<file path="src/rtl/pe_accum_ctrl_pkg.sv">
// ---------------------------------------------------------------------------
// pe_accum_ctrl_pkg
//   Shared definitions for the PE accumulator/control stage.
//   Contents:
//     state_e   - controller state encoding (IDLE, ACCUM, DONE)
//     DEF_N     - default data width of terms, sum and result
//     DEF_K     - default number of terms per dot product
//     add_ovf() - signed overflow detect for one add/sub step of the
//                 external adder, using only the sign bits
// ---------------------------------------------------------------------------
package pe_accum_ctrl_pkg;

    typedef enum logic [1:0] {
        S_IDLE  = 2'd0,
        S_ACCUM = 2'd1,
        S_DONE  = 2'd2
    } state_e;

    localparam int DEF_N = 8;
    localparam int DEF_K = 4;

    // A subtract is an add of the negated operand, so the operand sign
    // that matters is the flipped one. Overflow happens when both
    // effective operands share a sign and the sum's sign differs from it.
    // Subtracting the most negative value is caught too, because its
    // effective sign is positive.
    function automatic logic add_ovf(
        input logic a_msb,
        input logic b_msb,
        input logic sub,
        input logic s_msb
    );
        logic eff;
        eff = sub ? ~b_msb : b_msb;
        return (a_msb == eff) && (s_msb != a_msb);
    endfunction

endpackage

</file>
<file path="src/rtl/pe_accum_ctrl.sv">
// ---------------------------------------------------------------------------
// pe_accum_ctrl
//   Accumulator and control stage wrapped around the PE's external N-bit
//   add/sub adder. The running sum feeds adder A. The incoming term and the
//   subtract flag feed adder B and k. The adder output is registered back as
//   the new running sum. After K accepted terms, the result is held behind a
//   valid/ready handshake.
//
//   Ports:
//     clk_i        rising-edge clock
//     rst_i        asynchronous active-high reset
//     start_i      begin a new dot product (clears sum, count, overflow)
//     in_valid_i   term_in_i/term_sub_i valid this cycle
//     in_ready_o   block accepts a term this cycle (state ACCUM)
//     term_in_i    signed N-bit term
//     term_sub_i   1 = subtract term, 0 = add term
//     add_a_o      adder A operand (running sum)
//     add_b_o      adder B operand (term_in_i)
//     add_k_o      adder subtract control (term_sub_i)
//     sum_in_i     adder result, N bits, wrapped
//     out_valid_o  result valid (state DONE)
//     out_ready_i  consumer takes the result
//     result_o     accumulated value
//     ovf_o        sticky signed overflow for the current dot product
//     busy_o       controller is not IDLE
// ---------------------------------------------------------------------------
module pe_accum_ctrl
    import pe_accum_ctrl_pkg::*;
#(
    parameter int N  = DEF_N,
    parameter int K  = DEF_K,
    parameter int CW = $clog2(K + 1)
) (
    input  logic         clk_i,
    input  logic         rst_i,
    input  logic         start_i,
    input  logic         in_valid_i,
    output logic         in_ready_o,
    input  logic [N-1:0] term_in_i,
    input  logic         term_sub_i,
    output logic [N-1:0] add_a_o,
    output logic [N-1:0] add_b_o,
    output logic         add_k_o,
    input  logic [N-1:0] sum_in_i,
    output logic         out_valid_o,
    input  logic         out_ready_i,
    output logic [N-1:0] result_o,
    output logic         ovf_o,
    output logic         busy_o
);

    state_e         state_q, state_d;
    logic [N-1:0]   acc_q, acc_d;
    logic [CW-1:0]  cnt_q, cnt_d;
    logic           ovf_q, ovf_d;
    logic           term_ov;

    // Adder operands are driven straight through. The adder sits in the
    // parent PE, so this block does no arithmetic of its own on the data.
    assign add_a_o = acc_q;
    assign add_b_o = term_in_i;
    assign add_k_o = term_sub_i;

    assign term_ov = add_ovf(acc_q[N-1], term_in_i[N-1], term_sub_i, sum_in_i[N-1]);

    // Next-state logic. In ACCUM, start has priority over a term that
    // arrives in the same cycle. In DONE, start is only honoured together
    // with out_ready, so an untaken result is never dropped.
    always_comb begin
        state_d = state_q;
        acc_d   = acc_q;
        cnt_d   = cnt_q;
        ovf_d   = ovf_q;
        unique case (state_q)
            S_IDLE: begin
                if (start_i) begin
                    state_d = S_ACCUM;
                    acc_d   = '0;
                    cnt_d   = '0;
                    ovf_d   = 1'b0;
                end
            end
            S_ACCUM: begin
                if (start_i) begin
                    acc_d = '0;
                    cnt_d = '0;
                    ovf_d = 1'b0;
                end else if (in_valid_i) begin
                    acc_d = sum_in_i;
                    cnt_d = cnt_q + CW'(1);
                    ovf_d = ovf_q | term_ov;
                    if (cnt_q == CW'(K - 1)) begin
                        state_d = S_DONE;
                    end
                end
            end
            S_DONE: begin
                if (out_ready_i) begin
                    if (start_i) begin
                        state_d = S_ACCUM;
                        acc_d   = '0;
                        cnt_d   = '0;
                        ovf_d   = 1'b0;
                    end else begin
                        state_d = S_IDLE;
                    end
                end
            end
            default: begin
                state_d = S_IDLE;
            end
        endcase
    end

    always_ff @(posedge clk_i or posedge rst_i) begin
        if (rst_i) begin
            state_q <= S_IDLE;
            acc_q   <= '0;
            cnt_q   <= '0;
            ovf_q   <= 1'b0;
        end else begin
            state_q <= state_d;
            acc_q   <= acc_d;
            cnt_q   <= cnt_d;
            ovf_q   <= ovf_d;
        end
    end

    // Handshake and status flags are decoded from the state register only,
    // so they stay glitch-free and never depend on the inputs.
    assign in_ready_o  = (state_q == S_ACCUM);
    assign out_valid_o = (state_q == S_DONE);
    assign busy_o      = (state_q != S_IDLE);
    assign result_o    = acc_q;
    assign ovf_o       = ovf_q;

endmodule

</file>
<file path="config.mk">
export PLATFORM = sky130hd
export DESIGN_NAME = pe_accum_ctrl
export DESIGN_NICKNAME = d
export VERILOG_FILES = /design/src/rtl/pe_accum_ctrl_pkg.sv /design/src/rtl/pe_accum_ctrl.sv
export SDC_FILE = /design/constraint.sdc
export NUM_CORES = 1
export LEC_CHECK = 0
export BUFFER_PORTS_ARGS = -buffer_cell sky130_fd_sc_hd__buf_4
export CAP_MARGIN = 20
export CELL_PAD_IN_SITES_DETAIL_PLACEMENT = 1
export CELL_PAD_IN_SITES_GLOBAL_PLACEMENT = 1
export CORE_MARGIN = 2
export CORE_UTILIZATION = 29
export CTS_CLUSTER_DIAMETER = 50
export DETAILED_ROUTE_END_ITERATION = 12
export PLACE_DENSITY_LB_ADDON = 0.1
export SLEW_MARGIN = 20
export SYNTH_ARGS = -nofsm -noshare
export SYNTH_HDL_FRONTEND = slang
export SYNTH_SLANG_ARGS = --single-unit
</file>
<file path="constraint.sdc">
create_clock -name clk_i -period 1.7 [get_ports clk_i]
set_clock_uncertainty 0.2 [all_clocks]
set_input_delay 0.255 -clock clk_i [delete_from_list [all_inputs] [get_ports clk_i]]
set_output_delay 0.255 -clock clk_i [all_outputs]
set_load 0.01 [all_outputs]
</file>
==> flow_metrics.env <==
export IMPL_status="finished, final reports clean"
export IMPL_routed_wirelength_microns=1670
export IMPL_yosys_warnings=0
export IMPL_drtIter0Drc=8
export IMPL_root_buffer="clkbuf_4"
export IMPL_worstSetupStartpointType="flop"
export IMPL_fin_util_pct=42.1
export IMPL_p_sw_uw=195
export IMPL_dp_cells=116
export IMPL_post_route_period_util_pct=96.6
export IMPL_worst_slew_pin_slew_ns=0.516
export IMPL_grt_pass1_wl_microns=2730
export IMPL_mostFrequentLayoutCell="buf_4"
export IMPL_syn_area_per_cell_sq_um=11.2
export IMPL_gp_congestion=0.650
export IMPL_drtPass1Iterations=4
export IMPL_muxShareOfSynthArea_pct=2.76
export IMPL_grt_max_degree=15
export IMPL_instances_no_fill=128
export IMPL_synth_compound_area_share_pct=18.0
export IMPL_maxCapViolations=0
export IMPL_grtUsageTotal_pct=11.5
export IMPL_fp_dieH_microns=55.5
export IMPL_synth_fa_ha_area_share_pct=3.25
export IMPL_start_util_pct=30.8
export IMPL_leakagePower_nw=0.525
export IMPL_post_drt_wl_per_cell_microns=13.1
export IMPL_grt_pass1_vias=604
export IMPL_finalHoldViolCount=0
export IMPL_multiInputGateArea_sq_um=268
export IMPL_port_buffers=36
export IMPL_rows=18
export IMPL_clkLatencyLatePin_ns=0.28
export IMPL_p_int_uw=579
export IMPL_final_min_clock_period_ns=1.64
export IMPL_cts_buffers=3
export IMPL_synth_cells=69
export IMPL_die_area_sq_mm=0.00308
export IMPL_grt_overflow=0
export IMPL_synthXorXnorAreaFrac_pct=1.14
export IMPL_timing_fmax_mhz=609
export IMPL_hold_ws_ns=0.0103
export IMPL_arrival_ns=1.19
export IMPL_htree_levels=1
export IMPL_syn_num_nets=93
export IMPL_path_max_fanout=9
export IMPL_setup_tns_ns=0
export IMPL_antenna_found_initial=0
export IMPL_p_per_area_mw_per_mm2=736
export IMPL_dp_hpwl_microns=1260
export IMPL_ys_seq_elements=14
export IMPL_slew_headroom_pct=65.6
export IMPL_drive_gt1_share_pct=46.9
export IMPL_post_synth_and_or_nand_nor_area_fraction_pct=9.59
export IMPL_rsz0062_at_grt="false"
export IMPL_ioPinCount=51
export IMPL_synth_top_family_by_area="buffers and inverters"
export IMPL_drv_slew=0
export IMPL_crit_path_end_kind="output pin"
export IMPL_avgViaCountPerCell=4.58
export IMPL_core_sq_mm=0.00250
export IMPL_register_area_sq_um=353
export IMPL_synth_distinct_cells=24
export IMPL_cts_setup_buffers=0
export IMPL_path_clk_slew_ns=0.08
export IMPL_fin_nets=123
export IMPL_seqPwrFrac_pct=47.9
export IMPL_synthToLayoutAreaGrowth_pct=36.7
export IMPL_holdCritPathClass="in2reg"
export IMPL_final_cell_mix="buf_4, dfrtp_1, a22o_1, dlygate4sd3_1, nor2b_1"
export IMPL_required_ns=1.24
export IMPL_min_path_cells=2
export IMPL_cts_sinks=14
export IMPL_path_class="reg2out"
export IMPL_peakVddDrop_uv=649
export IMPL_setup_violations=0
export IMPL_swShare_pct=25.2
export IMPL_r2r_cells=3
export IMPL_combPwrFrac_pct=21.2
export IMPL_synth_seq_area_share_pct=45.5
export IMPL_fp_dieW_microns=55.5
export IMPL_clockBufferDepth=2
export IMPL_fill_cells=318
export IMPL_vias=586
export IMPL_cts_tree="built"
export IMPL_n_antenna_cell=0
export IMPL_syn_cell_area_sq_um=769
export IMPL_drc=0
export IMPL_antenna_left=0
export IMPL_power_uw=774
export IMPL_pwr_share_clk_pct=31.0
## repair_timing
item	in CTS	in global routing
hold buffers	8	0
endpoints found under the hold margin	21	0
resized for setup	0	2
endpoints found under the setup margin	0	1
## path summary, 6_finish.rpt
kind	startpoint	endpoint	slack, ns
setup / recovery	state_q[0]$_DFFE_PP0P_	busy_o	0.06
hold / removal	sum_in_i[7]	add_a_o[7]$_DFFE_PP0P_	0.01
setup reg to reg	state_q[0]$_DFFE_PP0P_	cnt_q[0]$_DFFE_PP0P_	0.13
hold reg to reg	cnt_q[2]$_DFFE_PP0P_	cnt_q[2]$_DFFE_PP0P_	0.30
max in group asynchronous	rst_i	state_q[1]$_DFFE_PP0P_	0.56
min in group asynchronous	rst_i	add_a_o[3]$_DFFE_PP0P_	0.37
## per-layer routing
metal  global-route usage [%]  wire, microns
met4                     3.14              0
met3                     5.85            163
met1                     12.7            644
met2                     19.2            863
met5                        0              0
## synthesized netlist by cell type
library cell  instances  area share [%]
nand2_1               2            0.98
a21oi_1               1            0.65
buf_6                 1             1.5
dfrtp_1              14              46
inv_1                 2            0.98
o2bb2ai_1             1             1.1
ha_1                  2             3.3
nand3_1               1            0.65
a22o_1                9              10
mux2_2                1             1.5
o21a_1                1            0.98
a41o_1                1             1.3
xnor2_1               1             1.1
o211ai_1              2             2.0
nor2_1                1            0.49
mux2i_1               1             1.3
and4bb_2              1             1.6
buf_4                17              17
nor2b_1               5             4.1
buf_2                 1            0.65
or2_2                 1            0.81
a21oi_2               1             1.1
o21ai_0               1            0.65
nand3b_1              1            0.98
## kinds of logic (layout without fill, tap and decap cells)
group / count (synthesis) / count (layout)
flops: 14 / 14
simple gates: 12 / 12
fa+ha+maj: 2 / 2
buf+inv: 21 / 50
xor+xnor: 1 / 1
mux: 2 / 2
compound gates: 17 / 17
## power by group through the flow
| stage | combinational [mW] | sequential (mW) | clock, mW |
|---|---|---|---|
| after global placement | 0.151 | 0.377 | 0 |
| after global routing | 0.178 | 0.374 | 0.266 |
| after detailed placement | 0.153 | 0.378 | 0 |
| after CTS | 0.168 | 0.371 | 0.253 |
| after floorplan | 0.0985 | 0.381 | 0 |
| final | 0.164 | 0.371 | 0.240 |
## through the flow
step | instance area, sq um | setup slack [ns]
after floorplan | 769 | 0.288
after global placement | 933 | 0.143
after detailed placement | 933 | 0.111
after CTS | 1050 | 0.0119
after global routing | 1050 | 0.00226
final | 1050 | 0.0577
## layout make-up
class	count	share of cell area, %
sequential	14	33.5
timing repair buffer	44	33.3
tap	30	3.57
clock buffer	4	3.45
inverter	2	0.713
multi-input combinational	34	25.4
## state kept, by name (all words and copies together) (netlist names)
register and flops:
state_q 2, add_a_o 8, cnt_q 3, ovf_o 1
## critical path, stage by stage (launching register included)
cell and delay [ns]:
dfrtp_2 0.46, or2_2 0.30, buf_4 0.14
(Power assumes the default switching activity.)
